<file path="src/rtl/regfile_writeback_arbiter_if.sv">
// Bundle of issue, ALU/load result handshakes and register-file write port signals.
// REGFILE_WB_BYPASS_EN adds the rs1/rs2 bypass outputs.
interface regfile_writeback_arbiter_if #(
    parameter int DATA_WIDTH = 32
);
    logic                  i_IssueValid;
    logic [4:0]            i_IssueRd;
    logic                  o_IssueReady;
    logic [4:0]            i_IssueRs1;
    logic [4:0]            i_IssueRs2;
    logic                  o_Rs1Busy;
    logic                  o_Rs2Busy;
    logic                  i_AluValid;
    logic [4:0]            i_AluRd;
    logic [DATA_WIDTH-1:0] i_AluData;
    logic                  o_AluReady;
    logic                  i_LoadValid;
    logic [4:0]            i_LoadRd;
    logic [DATA_WIDTH-1:0] i_LoadData;
    logic                  o_LoadReady;
    logic                  o_WriteEnable;
    logic [4:0]            o_RegDest;
    logic [DATA_WIDTH-1:0] o_DataIn;
    logic                  o_ScoreboardError;
`ifdef REGFILE_WB_BYPASS_EN
    logic                  o_Rs1BypassValid;
    logic                  o_Rs2BypassValid;
    logic [DATA_WIDTH-1:0] o_Rs1BypassData;
    logic [DATA_WIDTH-1:0] o_Rs2BypassData;
`endif

    modport master (
        output i_IssueValid, i_IssueRd, i_IssueRs1, i_IssueRs2,
        output i_AluValid, i_AluRd, i_AluData,
        output i_LoadValid, i_LoadRd, i_LoadData,
        input  o_IssueReady, o_Rs1Busy, o_Rs2Busy, o_AluReady, o_LoadReady,
        input  o_WriteEnable, o_RegDest, o_DataIn, o_ScoreboardError
`ifdef REGFILE_WB_BYPASS_EN
        , input o_Rs1BypassValid, o_Rs2BypassValid, o_Rs1BypassData, o_Rs2BypassData
`endif
    );

    modport slave (
        input  i_IssueValid, i_IssueRd, i_IssueRs1, i_IssueRs2,
        input  i_AluValid, i_AluRd, i_AluData,
        input  i_LoadValid, i_LoadRd, i_LoadData,
        output o_IssueReady, o_Rs1Busy, o_Rs2Busy, o_AluReady, o_LoadReady,
        output o_WriteEnable, o_RegDest, o_DataIn, o_ScoreboardError
`ifdef REGFILE_WB_BYPASS_EN
        , output o_Rs1BypassValid, o_Rs2BypassValid, o_Rs1BypassData, o_Rs2BypassData
`endif
    );
endinterface

</file>
<file path="src/rtl/regfile_writeback_arbiter.sv">
// ALU/load writeback arbiter with registered write stage and pending-destination scoreboard.
// Optional rs1/rs2 commit-cycle bypass enabled by REGFILE_WB_BYPASS_EN.
module regfile_writeback_arbiter #(
    parameter int DATA_WIDTH   = 32,
    parameter int STARVE_LIMIT = 4
) (
    input logic                   i_Clock,
    input logic                   i_Reset_n,
    regfile_writeback_arbiter_if.slave bus
);
    typedef enum logic [1:0] {SRC_NONE, SRC_ALU, SRC_LOAD} src_e;

    localparam logic [3:0] STARVE_LIM = 4'(STARVE_LIMIT);

    src_e                  winner;
    logic [31:0]           pending;
    logic [31:0]           pendingNext;
    logic [3:0]            starveCnt;
    logic                  wrEn;
    logic [4:0]            wrDest;
    logic [DATA_WIDTH-1:0] wrData;
    logic                  sbError;
    logic [4:0]            accRd;
    logic [DATA_WIDTH-1:0] accData;
    logic                  accWrite;
    logic                  issueFire;

    always_comb begin
        winner = SRC_NONE;
        if (bus.i_AluValid && (!bus.i_LoadValid || starveCnt < STARVE_LIM))
            winner = SRC_ALU;
        else if (bus.i_LoadValid)
            winner = SRC_LOAD;
    end

    always_comb begin
        accRd   = 5'd0;
        accData = '0;
        case (winner)
            SRC_ALU: begin
                accRd   = bus.i_AluRd;
                accData = bus.i_AluData;
            end
            SRC_LOAD: begin
                accRd   = bus.i_LoadRd;
                accData = bus.i_LoadData;
            end
            default: ;
        endcase
    end

    // rd = 0 results still handshake but never reach the write port
    assign accWrite  = (winner != SRC_NONE) && (accRd != 5'd0);
    assign issueFire = bus.i_IssueValid && bus.o_IssueReady;

    always_comb begin
        pendingNext = pending;
        if (wrEn)
            pendingNext[wrDest] = 1'b0;
        if (issueFire && bus.i_IssueRd != 5'd0)
            pendingNext[bus.i_IssueRd] = 1'b1;
    end

    always_ff @(posedge i_Clock or negedge i_Reset_n) begin
        if (!i_Reset_n) begin
            pending   <= '0;
            starveCnt <= '0;
            wrEn      <= 1'b0;
            wrDest    <= '0;
            wrData    <= '0;
            sbError   <= 1'b0;
        end else begin
            pending <= pendingNext;
            if (bus.i_LoadValid && winner != SRC_LOAD)
                starveCnt <= (starveCnt == 4'd15) ? starveCnt : starveCnt + 4'd1;
            else
                starveCnt <= '0;
            wrEn <= accWrite;
            if (accWrite) begin
                wrDest <= accRd;
                wrData <= accData;
                if (!pending[accRd])
                    sbError <= 1'b1;
            end
        end
    end

    assign bus.o_AluReady        = (winner == SRC_ALU);
    assign bus.o_LoadReady       = (winner == SRC_LOAD);
    assign bus.o_IssueReady      = !pending[bus.i_IssueRd];
    assign bus.o_WriteEnable     = wrEn;
    assign bus.o_RegDest         = wrDest;
    assign bus.o_DataIn          = wrData;
    assign bus.o_ScoreboardError = sbError;

`ifdef REGFILE_WB_BYPASS_EN
    assign bus.o_Rs1BypassValid = wrEn && (wrDest == bus.i_IssueRs1) && (bus.i_IssueRs1 != 5'd0);
    assign bus.o_Rs2BypassValid = wrEn && (wrDest == bus.i_IssueRs2) && (bus.i_IssueRs2 != 5'd0);
    assign bus.o_Rs1BypassData  = wrData;
    assign bus.o_Rs2BypassData  = wrData;
    assign bus.o_Rs1Busy        = pending[bus.i_IssueRs1] && !bus.o_Rs1BypassValid;
    assign bus.o_Rs2Busy        = pending[bus.i_IssueRs2] && !bus.o_Rs2BypassValid;
`else
    assign bus.o_Rs1Busy        = pending[bus.i_IssueRs1];
    assign bus.o_Rs2Busy        = pending[bus.i_IssueRs2];
`endif
endmodule

</file>
<file path="src/flat_wrapper.sv">
// flat-port wrapper written by rule: the top's interface ports become plain ports
module regfile_writeback_arbiter_flat 
#(
    parameter int DATA_WIDTH   = 32,
    parameter int STARVE_LIMIT = 4
)
  (i_Clock, i_Reset_n, bus_i_IssueValid, bus_i_IssueRd, bus_i_IssueRs1, bus_i_IssueRs2, bus_i_AluValid, bus_i_AluRd, bus_i_AluData, bus_i_LoadValid, bus_i_LoadRd, bus_i_LoadData, bus_o_IssueReady, bus_o_Rs1Busy, bus_o_Rs2Busy, bus_o_AluReady, bus_o_LoadReady, bus_o_WriteEnable, bus_o_RegDest, bus_o_DataIn, bus_o_ScoreboardError);
  regfile_writeback_arbiter_if #(.DATA_WIDTH(DATA_WIDTH)) bus_i ();
  input logic i_Clock;
  input logic i_Reset_n;
  input wire logic [$bits(bus_i.i_IssueValid)-1:0] bus_i_IssueValid;
  input wire logic [$bits(bus_i.i_IssueRd)-1:0] bus_i_IssueRd;
  input wire logic [$bits(bus_i.i_IssueRs1)-1:0] bus_i_IssueRs1;
  input wire logic [$bits(bus_i.i_IssueRs2)-1:0] bus_i_IssueRs2;
  input wire logic [$bits(bus_i.i_AluValid)-1:0] bus_i_AluValid;
  input wire logic [$bits(bus_i.i_AluRd)-1:0] bus_i_AluRd;
  input wire logic [$bits(bus_i.i_AluData)-1:0] bus_i_AluData;
  input wire logic [$bits(bus_i.i_LoadValid)-1:0] bus_i_LoadValid;
  input wire logic [$bits(bus_i.i_LoadRd)-1:0] bus_i_LoadRd;
  input wire logic [$bits(bus_i.i_LoadData)-1:0] bus_i_LoadData;
  output wire logic [$bits(bus_i.o_IssueReady)-1:0] bus_o_IssueReady;
  output wire logic [$bits(bus_i.o_Rs1Busy)-1:0] bus_o_Rs1Busy;
  output wire logic [$bits(bus_i.o_Rs2Busy)-1:0] bus_o_Rs2Busy;
  output wire logic [$bits(bus_i.o_AluReady)-1:0] bus_o_AluReady;
  output wire logic [$bits(bus_i.o_LoadReady)-1:0] bus_o_LoadReady;
  output wire logic [$bits(bus_i.o_WriteEnable)-1:0] bus_o_WriteEnable;
  output wire logic [$bits(bus_i.o_RegDest)-1:0] bus_o_RegDest;
  output wire logic [$bits(bus_i.o_DataIn)-1:0] bus_o_DataIn;
  output wire logic [$bits(bus_i.o_ScoreboardError)-1:0] bus_o_ScoreboardError;
  assign bus_i.i_IssueValid = bus_i_IssueValid;
  assign bus_i.i_IssueRd = bus_i_IssueRd;
  assign bus_i.i_IssueRs1 = bus_i_IssueRs1;
  assign bus_i.i_IssueRs2 = bus_i_IssueRs2;
  assign bus_i.i_AluValid = bus_i_AluValid;
  assign bus_i.i_AluRd = bus_i_AluRd;
  assign bus_i.i_AluData = bus_i_AluData;
  assign bus_i.i_LoadValid = bus_i_LoadValid;
  assign bus_i.i_LoadRd = bus_i_LoadRd;
  assign bus_i.i_LoadData = bus_i_LoadData;
  assign bus_o_IssueReady = bus_i.o_IssueReady;
  assign bus_o_Rs1Busy = bus_i.o_Rs1Busy;
  assign bus_o_Rs2Busy = bus_i.o_Rs2Busy;
  assign bus_o_AluReady = bus_i.o_AluReady;
  assign bus_o_LoadReady = bus_i.o_LoadReady;
  assign bus_o_WriteEnable = bus_i.o_WriteEnable;
  assign bus_o_RegDest = bus_i.o_RegDest;
  assign bus_o_DataIn = bus_i.o_DataIn;
  assign bus_o_ScoreboardError = bus_i.o_ScoreboardError;
  regfile_writeback_arbiter #(.DATA_WIDTH(DATA_WIDTH), .STARVE_LIMIT(STARVE_LIMIT)) u_core (.i_Clock(i_Clock), .i_Reset_n(i_Reset_n), .bus(bus_i));
endmodule
</file>
<file path="config.mk">
export PLATFORM = sky130hd
export DESIGN_NAME = regfile_writeback_arbiter_flat
export DESIGN_NICKNAME = d
export VERILOG_FILES = /design/src/rtl/regfile_writeback_arbiter_if.sv /design/src/rtl/regfile_writeback_arbiter.sv /design/src/flat_wrapper.sv
export SDC_FILE = /design/constraint.sdc
export NUM_CORES = 1
export LEC_CHECK = 0
export CORE_UTILIZATION = 45
export DETAILED_ROUTE_END_ITERATION = 7
export PLACE_DENSITY = 0.87
export SYNTH_ARGS = -nofsm -noshare
export SYNTH_HDL_FRONTEND = slang
export SYNTH_SLANG_ARGS = --single-unit
</file>
<file path="constraint.sdc">
create_clock -name i_Clock -period 7.05 [get_ports i_Clock]
set_clock_uncertainty 0.1 [all_clocks]
set_input_delay 1.41 -clock i_Clock [delete_from_list [all_inputs] [get_ports i_Clock]]
set_output_delay 1.41 -clock i_Clock [all_outputs]
set_load 0.1 [all_outputs]
</file>
---- Word level (Yosys, flattened, before mapping) ----
Cells that the tools add are included.
word-level totals
  input port bits ......................... 94
  register bits after elaboration ......... 75
  output and inout bits ................... 44
  word-level logic and storage cells ...... 58
cells by class
  muxes and demuxes ....................... 20
  equal/unequal tests ..................... 5
  add/subtract/negate cells ............... 1
  bitwise operators ....................... 4
  reduce and logical (&&, ||, !) cells .... 14
  magnitude comparators ................... 8
operators by type and width
  kind                                                 number
  2-to-1 mux 32 bit                                    2
  one-hot mux 32 bit (2 select lines)                  1
  AND 32 bit                                           1
  NOT 32 bit                                           1
  bitwise OR 32 bit                                    1
  < comparator 5 x 6 -> 1 bit, second input constant   5
  binary-select mux 1 bit (select 5 bit)               4
  demux 1 bit (select 5 bit)                           2
  >= comparator 5 x 1 -> 1 bit, second input constant  2
  one-hot mux 5 bit (2 select lines)                   1
  nonzero test 5 bit                                   2
  2-to-1 mux 4 bit                                     2
  logical AND 1 bit                                    7
  2-to-1 mux 1 bit                                     6
  adder 4 x 1 -> 4 bit, second input constant          1
  == test 4 bit, second input constant                 1
  < comparator 4 x 3 -> 1 bit, second input constant   1
  2-to-1 mux 2 bit                                     2
  != test 2 bit, second input constant                 2
  == test 2 x 1 -> 1 bit, second input constant        1
  == test 2 bit, second input constant                 1
  logical NOT 1 bit                                    2
  AND reduction 2 bit                                  1
  nonzero test 2 bit                                   1
  other kinds (2)                                      2

---- Depth between registers and ports, before layout ----
  depth in word-level cells ............... 10
  depth in mapped cells ................... 10
  depth with buffers taken out ............ 7

---- Worst setup path before layout ----
No wires, ideal clock.
  path type ............................... input -> output
  from .................................... input port bus_i_IssueRd[0]
  to ...................................... output port bus_o_IssueReady
  data arrival time ....................... 3.408 ns
  path slack .............................. 2.132 ns
  stages .................................. 5
  buffers on the path ..................... 1
  path through ............................ buf_6 mux4_2 a32o_1 nor4_4 and2_1
between the ends
  longest elaborated chain between the ends .. 3
RTL lines
  element                                 RTL line                         RTL
  start, declared                         flat_wrapper.sv:12               input wire logic [$bits(bus_i.i_IssueRd)-1:0] bus_i_IssueRd;
  binary-select mux 1 bit (select 5 bit)  regfile_writeback_arbiter.sv:90  assign bus.o_IssueReady = !pending[bus.i_IssueRd];
  2-to-1 mux 1 bit (not written as such)  regfile_writeback_arbiter.sv:90
  logical NOT 1 bit                       regfile_writeback_arbiter.sv:90
  end, declared                           flat_wrapper.sv:21               output wire logic [$bits(bus_i.o_IssueReady)-1:0] bus_o_IssueReady;
Every way passes these cells. The select of a mux whose other input is x is not followed.

---- Final worst setup path ----
  from .................................... input port bus_i_IssueRs2[0]
  to ...................................... output port bus_o_Rs2Busy
between the ends
  longest elaborated chain between the ends .. 2
RTL lines
  element                                 RTL line                          RTL
  start, declared                         flat_wrapper.sv:14                input wire logic [$bits(bus_i.i_IssueRs2)-1:0] bus_i_IssueRs2;
  binary-select mux 1 bit (select 5 bit)  regfile_writeback_arbiter.sv:105  assign bus.o_Rs2Busy = pending[bus.i_IssueRs2];
  2-to-1 mux 1 bit (not written as such)  regfile_writeback_arbiter.sv:105
  end, declared                           flat_wrapper.sv:23                output wire logic [$bits(bus_i.o_Rs2Busy)-1:0] bus_o_Rs2Busy;
Every way passes these cells. The select of a mux whose other input is x is not followed.

==> run summary <==
The run finished with clean final reports. Dividing the detail-routed via count by the number of cells gives 6.15. For the final count of pins violating max slew, the log shows 0. The count of cells resized by post-cts repair is 0, and the fraction of layout cells with a size suffix above 1 is 12.6%. The logs give 5 for the total iterations of the first detailed-routing run and 6010 µm² for the finished layout cell area. The run gives 1.02 ns as the worst-case setup slack after placement. The most common flop cell mapped by yosys was dfrtp_1. Derived from the worst setup path, the maximum achievable clock frequency is 0.166 GHz. For this design the static power due to leakage is 2.31 nW. Setup repair after global routing left no endpoint under its margin. The first global-routing pass estimated 22.2 mm of wire. TritonCTS built the clock tree. After synthesis the netlist holds a flip-flop and latch count of 75. Number of antenna violations at the first check in global routing: 1. The number of hold buffers added after CTS was 0; the final routed wirelength across all metal layers was 13.8 mm. Along the worst path, the maximum fanout reaches 8. The final hold slack came out at 0.336 ns.

Summed over all failing endpoints, the final setup total negative slack is 0 ns. Buffers added to address setup during post-CTS repair amount to 0. The number of buffers created by CTS is 9, and the worst-skew pair later-pin latency is 0.35 ns.

In this run, the number of DRC markers left after iteration 0 of detailed routing was 371. After clock tree synthesis, the clock-pin slew on the worst setup and hold paths is 0.08 ns. The logs give 4195 for the number of global-route vias before repair and 35 for the floorplan row count. Summing all placed instances gives a cell area of 5790 µm². The detail route stage leaves a number of antenna-violating nets equal to 0. The worst setup path is captured at a primary output.

The tools report the pin count of the biggest net entering global routing as 76. The least setup slack across all paths after layout is 1.04 ns, and the transition time of the tightest slew-check pin is 1.05 ns. Number of diodes added for antenna fixing: 0. The routability congestion estimate from global placement is 0.940. The worst-case IR drop observed on VDD is 0.152 mV. For this configuration, the core starts out at a cell density of 46.9%.

The type of the worst setup path was primary input to primary output. Total number of H-tree levels: 3. The count of placed standard cells including taps is 652, and the power density normalized to cell area is 317 nW/µm².

Average footprint of a synthesized cell: 10.6 µm². Global routing used 29.1% of the available tracks across all layers. The tools report the final setup violation count as 0. The area growth from synthesis to layout is 37.6%. Subtracting the final worst setup slack from the clock period gives 6.01 ns. Port buffering added 137 buffers.

Critical path startpoint category: a primary input. The design draws 1.91 mW. Max-cap violations in this run came to 0. For the hold violation total from the final report, the log shows 0. After synthesis, flip-flops and latches occupy 42.9% of the total area. The clock net in this run drives a total of 75 sinks.

For this run the aggregate overflow at the end of global routing stands at 0. The area of the mapped netlist is 4370 µm², and the final instance count without filler cells is 668. Data arrives at the worst endpoint at 4.50 ns. The die covers 10100 µm².

At the worst endpoint, the required time is 5.54 ns. The tools report the worst relative slew slack as 30.1%. The clock tree root driver cell is clkbuf_8.

When the netlist entered floorplanning its net count stood at 509. The final worst-path cycle share came out at 85.3%. The final-stage net count was 629; the average detailed-routed wire length per instance was 20.7 µm. The logs give 9330 µm² for the standard cell core area and 0 for the count of yosys warnings during synthesis.

The die is 101 µm tall. For this run, the share of the core covered by cells in the final layout is 64.5%. Once detailed placement completed, the half-perimeter wirelength came to 10.1 mm. Synthesis instantiated 53 different standard cells from the library. The longest clock path from root to sink contains 2 buffers. The number of enable flip-flop cells after synthesis is 0.

During I/O placement, the number of pins put on the boundary was 138. The fraction of registers with async set or reset after synthesis works out to 100%. The tightest min-delay check is of the register to register type. The die is 101 µm wide.

The routed layout has 4106 vias. For the worst flop-to-flop path, the logic depth is 8. The number of standard cells after synthesis is 414. In the routed design, unresolved DRC markers number 0. Number of stages on the worst hold path: 1.
[path summary, 6_finish.rpt]
path,start,endpoint,slack [ns]
min,u_core.starveCnt[0],u_core.starveCnt[0],0.34
max,bus_i_IssueRs2[0],bus_o_Rs2Busy,1.04
min reg2reg,u_core.starveCnt[0],u_core.starveCnt[0],0.34
min in group asynchronous,i_Reset_n,u_core.bus.o_DataIn[10],1.18
max in group asynchronous,i_Reset_n,u_core.bus.o_DataIn[24],5.05
max reg2reg,u_core.starveCnt[2],u_core.bus.o_ScoreboardError,3.82
[synthesized netlist by cell type (3+ instances only)]
cell type | n | area share [%]
a22o_1 | 3 | 0.60
or3b_2 | 3 | 0.60
mux4_2 | 29 | 15
clkbuf_1 | 24 | 2.1
nand2_1 | 58 | 5.0
a22oi_1 | 33 | 5.7
o21ai_0 | 67 | 7.7
inv_1 | 3 | 0.26
mux2i_1 | 10 | 2.3
nand3b_1 | 7 | 1.2
and2_1 | 6 | 0.86
dfrtp_1 | 75 | 43
o21ai_1 | 27 | 3.1
nor2_1 | 5 | 0.43
buf_2 | 3 | 0.34
nor2b_1 | 5 | 0.72
and3_1 | 3 | 0.43
nand3_1 | 6 | 0.69
[cell families (layout without fill, tap and decap cells)]
kind of cell / count (synthesis) / count (layout) / synth area share (%)
AO/OA/AOI/OAI: 153 / 153 / 21.9
adder cells (fa/ha/maj): 1 / 1 / 0.286
buffers and inverters: 34 / 159 / 3.43
flip-flops: 75 / 75 / 42.9
multiplexers: 41 / 41 / 17.7
other: 1 / 1 / 0.0858
AND/OR/NAND/NOR: 109 / 109 / 13.7
[layout make-up]
type | count | area [µm²]
clock buffers | 12 | 155
clock inverters | 4 | 72.6
fillers | 709 | 3310
inverters | 3 | 11.3
multi-input cells | 305 | 2350
flip-flops and latches | 75 | 1880
well taps | 129 | 161
repair buffers | 140 | 1390
[flip-flops by register name (all words and copies together) (netlist names)]
signal / count
u_core.bus.o_DataIn: 32
u_core.pending: 32
u_core.bus.o_RegDest: 5
u_core.starveCnt: 4
u_core.bus.o_ScoreboardError: 1
u_core.bus.o_WriteEnable: 1
[layer usage]
layer | up-vias | track usage (%) | part of all wire, %
met5 | - | 0 | 0
met4 | 0 | 13.2 | 3.7
met3 | 52 | 6.59 | 8.4
met2 | 223 | 48.8 | 50
met1 | 2015 | 35.9 | 38
li1 | 1816 | - | -
[worst max-delay path, cell delays in order]
cell             delay [ns]
clkdlybuf4s50_1        0.79
mux4_2                 0.58
mux4_2                 0.48
mux2_2                 0.27
clkdlybuf4s50_1        0.96
[power breakdown]
group | leakage (nW) | switching [mW] | internal, mW
logic | 1.29 | 0.473 | 0.322
clock network | 0.113 | 0.156 | 0.218
registers | 0.914 | 0.198 | 0.540
total | 2.31 | 0.826 | 1.08
[placed cells by master (no fill, tap or decap), types with 3 or more instances in the layout]
cell type and n:
a22o_1 3, a22oi_1 33, and2_1 5, and3_1 3, buf_4 4, clkbuf_8 11, clkdlybuf4s50_1 135, dfrtp_1 75
inv_1 3, mux2i_1 10, mux4_2 29, nand2_1 58, nand3_1 6, nand3b_1 7, nor2_1 5, nor2b_1 3
o21ai_0 67, o21ai_1 27, or3b_2 3
Note: power is estimated with default switching activity, not from simulation.
